--- config.mk ---
export PLATFORM = sky130hd
export DESIGN_NAME = vote_button_bank
export DESIGN_NICKNAME = d
export VERILOG_FILES = /design/src/rtl/vote_button_bank.sv
export SDC_FILE = /design/constraint.sdc
export NUM_CORES = 1
export LEC_CHECK = 0
export CAP_MARGIN = 20
export CORE_UTILIZATION = 45
export CTS_BUF_LIST = sky130_fd_sc_hd__clkbuf_16
export DETAILED_ROUTE_END_ITERATION = 10
export HOLD_SLACK_MARGIN = 0.05
export PLACE_DENSITY = 0.65
export RECOVER_POWER = 100
export REMOVE_ABC_BUFFERS = 1
export SLEW_MARGIN = 10
export SYNTH_ARGS = -nofsm -noshare
export SYNTH_HDL_FRONTEND = slang
export SYNTH_SLANG_ARGS = --single-unit
--- constraint.sdc ---
create_clock -name clock -period 6.5 [get_ports clock]
set_clock_uncertainty 0.1 [all_clocks]
set_input_delay 1.3 -clock clock [delete_from_list [all_inputs] [get_ports clock]]
set_output_delay 1.3 -clock clock [all_outputs]
set_load 0.02 [all_outputs]
--- src/rtl/vote_button_bank.sv ---
// vote_button_bank: multi-channel button front end for the voting machine.
// Each raw button is synchronized and debounced on its own; a small arbiter
// turns debounced presses into exactly one vote per physical press and
// reports simultaneous presses as an error strobe instead of a vote.
module vote_button_bank #(
    parameter int NUM_BUTTONS     = 4,
    parameter int DEBOUNCE_CYCLES = 10,
    parameter int SYNC_STAGES     = 2,
    parameter int ID_WIDTH        = $clog2(NUM_BUTTONS)
) (
    input  logic                   clock,
    input  logic                   reset,
    input  logic [NUM_BUTTONS-1:0] button,
    input  logic                   enable,
    output logic [NUM_BUTTONS-1:0] press_pulse,
    output logic [NUM_BUTTONS-1:0] held,
    output logic                   vote_valid,
    output logic [ID_WIDTH-1:0]    vote_id,
    output logic                   multi_press
);

    localparam int CNT_W = $clog2(DEBOUNCE_CYCLES + 1);
    // Last count value before a new level is accepted; the counter saturates
    // here and never wraps.
    localparam logic [CNT_W-1:0] CNT_LAST = CNT_W'(DEBOUNCE_CYCLES - 1);

    typedef enum logic {
        ARMED  = 1'b0,
        LOCKED = 1'b1
    } arb_state_t;

    logic [NUM_BUTTONS-1:0] sync_q [SYNC_STAGES];
    logic [NUM_BUTTONS-1:0] s;
    logic [CNT_W-1:0]       count_q [NUM_BUTTONS];

    arb_state_t          state_q, state_d;
    logic                vote_valid_d;
    logic                multi_press_d;
    logic [ID_WIDTH-1:0] vote_id_d;
    logic [ID_WIDTH-1:0] pressed_id;
    logic                single_press;

    assign s = sync_q[SYNC_STAGES-1];

    // Shift raw button levels through the synchronizer chain.
    always_ff @(posedge clock or posedge reset) begin
        // NOTE: sequential state is written with <= so every flop samples the
        // pre-edge values; a blocking = here would collapse the chain.
        if (reset) begin
            for (int k = 0; k < SYNC_STAGES; k++) begin
                sync_q[k] <= '0;
            end
        end else begin
            sync_q[0] <= button;
            for (int k = 1; k < SYNC_STAGES; k++) begin
                sync_q[k] <= sync_q[k-1];
            end
        end
    end

    // Per-channel debounce: accept a new level only after it persists, and
    // emit a one-cycle pulse on each accepted 0->1 transition.
    always_ff @(posedge clock or posedge reset) begin
        if (reset) begin
            // NOTE: the counter array is plain flops, not RAM, so it is reset
            // element by element like any other state.
            for (int i = 0; i < NUM_BUTTONS; i++) begin
                count_q[i] <= '0;
            end
            held        <= '0;
            press_pulse <= '0;
        end else begin
            for (int i = 0; i < NUM_BUTTONS; i++) begin
                press_pulse[i] <= 1'b0;
                if (s[i] == held[i]) begin
                    count_q[i] <= '0;
                end else if (count_q[i] < CNT_LAST) begin
                    count_q[i] <= count_q[i] + CNT_W'(1);
                end else begin
                    held[i]        <= s[i];
                    count_q[i]     <= '0;
                    // s differs from held here, so s=1 means a rising level.
                    press_pulse[i] <= s[i];
                end
            end
        end
    end

    // Locate the pressed channel; only meaningful when exactly one bit is set.
    always_comb begin
        pressed_id   = '0;
        single_press = $onehot(press_pulse);
        for (int i = NUM_BUTTONS - 1; i >= 0; i--) begin
            if (press_pulse[i]) begin
                pressed_id = ID_WIDTH'(i);
            end
        end
    end

    // Arbiter next-state and strobe decode.
    always_comb begin
        // NOTE: every output of this block gets a default first so no path
        // leaves a value unassigned and no latch is inferred.
        state_d       = state_q;
        vote_valid_d  = 1'b0;
        multi_press_d = 1'b0;
        vote_id_d     = vote_id;
        case (state_q)
            ARMED: begin
                if (enable && (press_pulse != '0)) begin
                    if (single_press) begin
                        vote_valid_d = 1'b1;
                        vote_id_d    = pressed_id;
                    end else begin
                        multi_press_d = 1'b1;
                    end
                    state_d = LOCKED;
                end
            end
            LOCKED: begin
                // Re-arm only once every channel is debounced-released.
                if (held == '0) begin
                    state_d = ARMED;
                end
            end
            default: state_d = ARMED;
        endcase
    end

    // Arbiter state and registered vote outputs.
    always_ff @(posedge clock or posedge reset) begin
        if (reset) begin
            state_q     <= ARMED;
            vote_valid  <= 1'b0;
            multi_press <= 1'b0;
            vote_id     <= '0;
        end else begin
            state_q     <= state_d;
            vote_valid  <= vote_valid_d;
            multi_press <= multi_press_d;
            vote_id     <= vote_id_d;
        end
    end

endmodule

== Yosys cells after proc, flatten, opt, wreduce, memory -nomap -nowiden ==
Cells that the tools add are included.

* Register bits: 37
* Output and inout port bits: 12

* Multiplexer cells: 29
* Magnitude comparators: 4
* Equality and inequality tests: 5
* Reductions and logical operators: 8
* Bitwise operators: 9
* Add/sub/neg operators: 7

{| class="wikitable"
|+ Operators by type and width
! cell !! number
|-
| two-way mux 4 bit || 8
|-
| adder 4 x 1 -> 4 bit, second input constant || 4
|-
| less-than comparator 4 bit, second input constant || 4
|-
| two-way mux 1 bit || 16
|-
| NOT 1 bit || 9
|-
| two-way mux 2 bit || 4
|-
| AND reduction 2 bit || 4
|-
| adder 1 x 1 -> 2 bit || 2
|-
| == test 1 bit || 4
|-
| zero test 4 bit || 1
|-
| nonzero test 4 bit || 1
|-
| adder 2 x 2 -> 3 bit || 1
|-
| == test 3 x 1 -> 1 bit, second input constant || 1
|-
| AND reduction 3 bit || 1
|-
| case mux 1 bit (2 select lines) || 1
|-
| logical AND 1 bit || 1
|}

== Longest topological paths before layout ==
Gate-level depths: netlist of run 1.

* Word-level depth: 6
* Gate-level depth with buffers: 8
* Depth with buffers taken out: 8

== Worst setup path before layout of run 1 ==
Ideal clock, no wire load.

* Path kind: register to register
* Start: reg press_pulse[0]
* End: reg vote_id[0]
* Setup time: 0.128 ns
* Path slack: 3.917 ns
* Arrival time: 2.355 ns
* Buffers on the path: 0
* Stages on the path, launching flop included: 9
* Required time: 6.272 ns
* Cell sequence: dfrtp_1 inv_1 fa_1 inv_1 ha_1 ha_1 nor3b_2 nor3b_2 mux2_1

* Word-level cells in the longest chain between the ends: 4

{| class="wikitable"
|+ RTL lines
! element !! line !! RTL
|-
| start: declaration || 15 || <nowiki>output logic [NUM_BUTTONS-1:0] press_pulse,</nowiki>
|-
| start signal: indexed assignment || 83 || <nowiki>press_pulse[i] <= s[i];</nowiki>
|-
| adder 1 x 1 -> 2 bit (implied by the code) || 92 || <nowiki>single_press = $onehot(press_pulse);</nowiki>
|-
| adder 2 x 2 -> 3 bit (implied by the code) || 92 ||
|-
| == test 3 x 1 -> 1 bit || 92 ||
|-
| AND reduction 3 bit (no source line) || -- ||
|-
| end signal: assignment || 141 || <nowiki>vote_id <= vote_id_d;</nowiki>
|-
| end: declaration || 18 || <nowiki>output logic [ID_WIDTH-1:0] vote_id,</nowiki>
|}

Parallel ways exist; a longest one is shown, timed or not.
A chain may end at the register's enable or synchronous reset.

==> flow_summary.toml, run 1 <==
[global_route]
track_usage_pct = 15.5
antenna_found_initial = 0
grt_overflow = 0
grt_pass1_wl_um = 4070
grt_start_max_net_pins = 38
grt_pass1_vias = 966

[routing]
post_drt_wl_per_cell_um = 11.8
wl_um = 2390
vias = 963
route.detailed.drc = 0
ant_nets = 0
dr.max_layer_used = "met4"
drtIter0Drc = 24
met1_length_um = 1050
via_per_inst = 4.77
first_pass_iters = 4
wl_met2_um = 1190
wl_met3_um = 129

[layout]
fin_cells = 202
area_growth_pct = 23.5
diodes = 0
drive_gt1_share_pct = 7.05
fillers = 296
nets = 175

[hold_path]
hold_end = "s[3]$_DFF_PP0_"
hold_class = "flip-flop to flip-flop"
hp-start = "sync_q[7]$_DFF_PP0_"
worstHoldPathCells = 0

[floorplanning]
die_area_mm2 = 0.00372
start_util_pct = 47.0
die_width_um = 61.0
pin_count = 19
core-area_mm2 = 0.00334
die_h_um = 61.0
row_count = 21

[power_and_ir_drop]
power.switching_uw = 169
combPwrFrac_pct = 17.9
p_int_uw = 461
swShare_pct = 26.8
leakagePower_uw = 0.000955
power.density_mw_per_mm2 = 325
peakVddDrop_mv = 0.124
sequentialPowerShare_pct = 47.2
p_clk_share_pct = 34.9

[worst_setup_path]
end_kind = "async pin"
r2r-end = "vote_id[0]$_DFFE_PP0P_"
crit_fanout = 37
cp_data_required_time_ns = 6.42
cp-start-kind = "primary input"
critical_path_class = "primary input to async pin"
rrSetupSlack_ns = 3.58
rr_startpoint = "press_pulse[0]$_DFF_PP0_"
arrival_ns = 3.21
rr_worst_depth = 8

[job]
maxCapViolCount = 1

[yosys]
synth_seq_cells = 37
netlist_instances = 130
seq_area_frac_synth_pct = 59.1
syn_area_mm2 = 0.00157
synth_area_per_cell_um2 = 12.1
yosysWarnings = 0
synth_cell_types = 22

[clock_network]
clk_path_buf_depth = 2
cts_sinks = 37
ctsHoldBuffers = 0
ctsRootBufferMaster = "clkbuf_16"
cts_tree = "built"
insertion_delay_ns = 0.27
cts_max_level = 2
postCtsSetupRepairBufs = 0
clk_pin_slew_ns = 0.05
numCtsBuffers = 5
cts-resized-gates = 0

[timing]
worst_pin_slew_ns = 1.84
tns_ns = 0
setup_viol = 0
finalMaxSlewViolations = 38
hold_violations = 0
max-slew-margin-rel_pct = -22.8
fmax_ghz = 0.304
rsz0062_at_grt = "false"
min_period_ns = 3.29
period_share_pct = 50.6

[outcome]
violations = "max-capacitance violations, max-slew violations"
status = "finished with violations"

[place]
portBuffers = 18
hpwlAfterDp_um = 1810
placed_cells = 195
place.gp.congestion = 0.807
-- cell type report --
type / instances / area, µm² / area share [%]
inverter: 19 / 71.3 / 3.68
sequential: 37 / 926 / 47.8
clock inverter: 2 / 11.3 / 0.582
multi-input combinational: 74 / 561 / 29.0
tap: 46 / 57.6 / 2.97
timing repair buffer: 19 / 184 / 9.50
clock buffer: 5 / 125 / 6.46
-- how the worst max path moves through the flow --
| stage | endpoint | startpoint | slack [ns] | cells after the start |
|---|---|---|---|---|
| 6_report | s[1]$_DFF_PP0_ | reset | 3.21 | 3 |
| 5_1_grt | vote_valid$_DFF_PP0_ | reset | 2.68 | 3 |
| 4_1_cts | held[1] | held[1]$_DFFE_PP0P_ | 3.73 | 1 |
| 3_5_place_dp | vote_id[0]$_DFFE_PP0P_ | enable | 3.80 | 4 |
| 3_3_place_gp | vote_id[0]$_DFFE_PP0P_ | enable | 3.85 | 4 |
| 2_1_floorplan | vote_id[0]$_DFFE_PP0P_ | press_pulse[0]$_DFF_PP0_ | 3.92 | 8 |
-- critical path, cell delays in order --
cell and delay, ns:
dlygate4sd3_1 0.53, inv_1 0.05, clkbuf_1 1.32
-- power by group through the flow --
stage	Sequential, µW	Clock [µW]	Combinational (µW)
3_3_place_gp	299	0	108
6_report	297	219	113
3_5_place_dp	302	0	117
2_1_floorplan	300	0	77.5
5_1_grt	304	236	132
4_1_cts	298	227	118
-- cells in the mapped netlist (all sizes together) --
cell | n | area [µm²]
fa | 1 | 20.0
nor4 | 1 | 6.26
nand3 | 4 | 20.0
mux2 | 5 | 56.3
a21oi | 5 | 25.0
nand2b | 6 | 37.5
nor3b | 7 | 62.6
nor2b | 4 | 25.0
or2 | 1 | 6.26
o41ai | 1 | 8.76
dfrtp | 37 | 926
ha | 11 | 138
xnor2 | 4 | 35.0
xor2 | 4 | 35.0
nand2 | 1 | 3.75
o21ai | 4 | 20.0
inv | 19 | 71.3
nor2 | 10 | 37.5
and3 | 4 | 25.0
o2bb2ai | 1 | 8.76
-- metal layers --
| layer | track usage (%) | vias up |
|---|---|---|
| met1 | 17.9 | 469 |
| met3 | 5.67 | 2 |
| li1 | - | 471 |
| met4 | 5.84 | 0 |
| met5 | 0 | - |
| met2 | 26.2 | 21 |
-- registers in the layout (all words and copies together) (netlist names) --
name / cells
s: 4
press_pulse: 4
vote_id: 2
sync_q: 4
held: 4
count_q: 16
vote_valid: 1
state_q: 1
multi_press: 1
-- layout by cell type (no fill, tap or decap), types with 4 or more instances in the layout --
cell type / instances
mux2_2: 4
dfrtp_1: 37
clkbuf_16: 5
nor2b_1: 4
ha_1: 11
xnor2_1: 4
nand2b_1: 6
xor2_1: 4
nor2_1: 10
and3_1: 4
dlygate4sd3_1: 18
inv_1: 19
a21oi_1: 5
nor3b_1: 7
o21ai_0: 4
nand3_1: 4
-- metrics by stage --
step	instance area [µm²]	power, µW	setup WS (ns)	utilization, %	hold slack (ns)
5_1_grt	1940	671	2.68	58.0	0.256
3_5_place_dp	1810	418	3.80	54.3	0.239
3_3_place_gp	1810	408	3.85	54.3	0.233
6_report	1940	629	3.21	58.0	0.249
2_1_floorplan	1570	378	3.92	-	0.231
4_1_cts	1950	642	3.73	58.4	0.252
-- cell families (layout without fill, tap and decap cells) --
| logic type | Yosys count | in the layout | share of synthesized area, % |
|---|---|---|---|
| simple gates | 38 | 38 | 14.3 |
| flops | 37 | 37 | 59.1 |
| buf+inv | 19 | 45 | 4.55 |
| fa+ha+maj | 12 | 12 | 10.1 |
| compound gates | 11 | 11 | 3.99 |
| xor+xnor | 8 | 8 | 4.47 |
| mux | 5 | 5 | 3.59 |
No activity file was read; power rests on OpenSTA's default activity.
==> run 2: changes to the inputs <==
--- a/config.mk
+++ b/config.mk
@@ -10,7 +10,7 @@
 export CTS_BUF_LIST = sky130_fd_sc_hd__clkbuf_16
 export DETAILED_ROUTE_END_ITERATION = 10
 export HOLD_SLACK_MARGIN = 0.05
-export PLACE_DENSITY = 0.65
+export PLACE_DENSITY = 0.67
 export RECOVER_POWER = 100
 export REMOVE_ABC_BUFFERS = 1
 export SLEW_MARGIN = 10
==> constraint.sdc (replaced) <==
create_clock -name clock -period 3 [get_ports clock]
set_clock_uncertainty 0.1 [all_clocks]
set_input_delay 0.6 -clock clock [delete_from_list [all_inputs] [get_ports clock]]
set_output_delay 0.6 -clock clock [all_outputs]
set_load 0.02 [all_outputs]
==> run 2 against run 1 <==
  * The flow now finishes without violations
  * Register-to-register slack lost 3.2 ns
  * Sequential cell count unchanged
  * Critical path depth is 5 higher
  * Cell count is the same
  * Total power grew 130%
  * Via count decreased by 2.0%
  * Design area rose by 1.8%
  * Clock-buffer cell count stayed put
  * Utilization increased by 1.0 points
  * First-iteration DRC count is 96% higher
  * Critical path type is now flip-flop to flip-flop
==> flow_summary.toml, run 2 (synthesis gave the netlist of run 1 again) <==
[floorplanning]
start_util_pct = 47.0
pin_count = 19
die_h_um = 61.0
row_count = 21
die_width_um = 61.0
die_area_mm2 = 0.00372
core-area_mm2 = 0.00334

[clock_network]
cts_max_level = 2
cts-resized-gates = 0
ctsRootBufferMaster = "clkbuf_16"
insertion_delay_ns = 0.27
clk_path_buf_depth = 2
ctsHoldBuffers = 0
postCtsSetupRepairBufs = 0
cts_tree = "built"
cts_sinks = 37
clk_pin_slew_ns = 0.05
numCtsBuffers = 5

[place]
hpwlAfterDp_um = 1760
dp_slack_ns = 0.332
portBuffers = 18
placed_cells = 195
place.gp.congestion = 0.769

[worst_setup_path]
end_kind = "flip-flop"
cp_data_required_time_ns = 3.06
rrSetupSlack_ns = 0.35
rr_startpoint = "press_pulse[0]$_DFF_PP0_"
cp-start-kind = "flip-flop"
arrival_ns = 2.71
crit_fanout = 4
critical_path_class = "flip-flop to flip-flop"
worstSetupStartpoint = "press_pulse[0]$_DFF_PP0_"

[layout]
fillers = 291
area_growth_pct = 25.7
diodes = 0
fin_cells = 202
nets = 175
drive_gt1_share_pct = 9.62
largest_reg_flops = 16
regMostFlops = "count_q"
layout_common_cells = "37 x dfrtp_1, 19 x inv_1, 17 x dlygate4sd3_1"
final_common_cell = "dfrtp_1"
multi_input_area_um2 = 571
seq_area_um2 = 926

[power_and_ir_drop]
combPwrFrac_pct = 16.5
power.density_mw_per_mm2 = 735
peakVddDrop_mv = 0.602
p_clk_share_pct = 38.9
power_uw = 1450
swShare_pct = 25.3
p_int_uw = 1080
power.switching_uw = 367
sequentialPowerShare_pct = 44.6
leakagePower_uw = 0.000979

[global_route]
met1_usage_pct = 19.0
antenna_found_initial = 0
grt_use_met2_pct = 24.5
top_usage_layer = "met2"
grt_pass1_vias = 938
track_usage_pct = 16.0
grt_start_max_net_pins = 38
grt_overflow = 0
grt_pass1_wl_um = 4070
use_met3_pct = 6.93

[hold_path]
hp-start = "sync_q[6]$_DFF_PP0_"
hold_class = "flip-flop to flip-flop"

[timing]
period_share_pct = 88.3
tns_ns = 0
fmax_ghz = 0.377
worst_pin_slew_ns = 0.874
max-slew-margin-rel_pct = 41.7
setup_viol = 0
hold_violations = 0
layout_setup_ws_ns = 0.350
min_period_ns = 2.65
whs_ns = 0.246
rsz0062_at_grt = "false"
finalMaxSlewViolations = 0

[routing]
wl_um = 2380
post_drt_wl_per_cell_um = 11.8
vias = 944
drtIter0Drc = 47
route.detailed.drc = 0
first_pass_iters = 4
ant_nets = 0
via_per_inst = 4.67

[job]
maxCapViolCount = 0

[outcome]
status = "completed"
## run 2: changes by cell type in the layout (fill, tap and decap cells not counted)
cell and delta:
nor3b_2 +2, bufinv_16 +1, clkinv_1 -1, dlygate4sd3_1 -1
clkdlybuf4s50_1 +1, nor3b_1 -2, clkinvlp_4 -1, clkbuf_2 +1
clkinv_2 +1, clkbuf_1 -1
## run 2: worst max-delay path: stages, from the launching register on
cell and delay (ns):
dfrtp_1 0.39, inv_1 0.09, fa_1 0.54, inv_1 0.05, ha_1 0.18, ha_1 0.29, nor3b_2 0.27, nor3b_2 0.29
mux2_1 0.34
## run 2: layer usage
layer,up-vias,routed length (µm)
met5,-,0
met4,0,31
met3,4,110
met2,23,1180
met1,447,1060
li1,470,-
## run 2: final timing paths
path                                           to  cells past startpoint
min in group asynchronous          s[0]$_DFF_PP0_                      3
min reg2reg                        s[2]$_DFF_PP0_                      0
max                        vote_id[0]$_DFFE_PP0P_                      8
max in group asynchronous     held[1]$_DFFE_PP0P_                      3
min                                s[2]$_DFF_PP0_                      0
max reg2reg                vote_id[0]$_DFFE_PP0P_                      8
## run 2: power groups by stage
stage,Combinational (µW),Clock (µW),Sequential (µW)
3_3_place_gp,234,0,649
3_5_place_dp,245,0,656
5_1_grt,283,604,656
2_1_floorplan,168,0,651
6_report,238,564,647
4_1_cts,248,577,647
## run 2: layout make-up
cell class                      instances  area share, %
Inverter                               19           3.62
Clock inverter                          2           1.78
Clock buffer                            5           6.35
Multi-Input combinational cell         74           29.0
Tap cell                               46           2.92
Sequential cell                        37           47.0
Timing Repair Buffer                   19           9.40
## run 2: through the flow
stage               util, %  area (µm²)
floorplan                 -        1570
global placement       54.3        1810
detailed placement     54.3        1810
CTS                    59.1        1970
global route           59.1        1970
finish                 59.1        1970
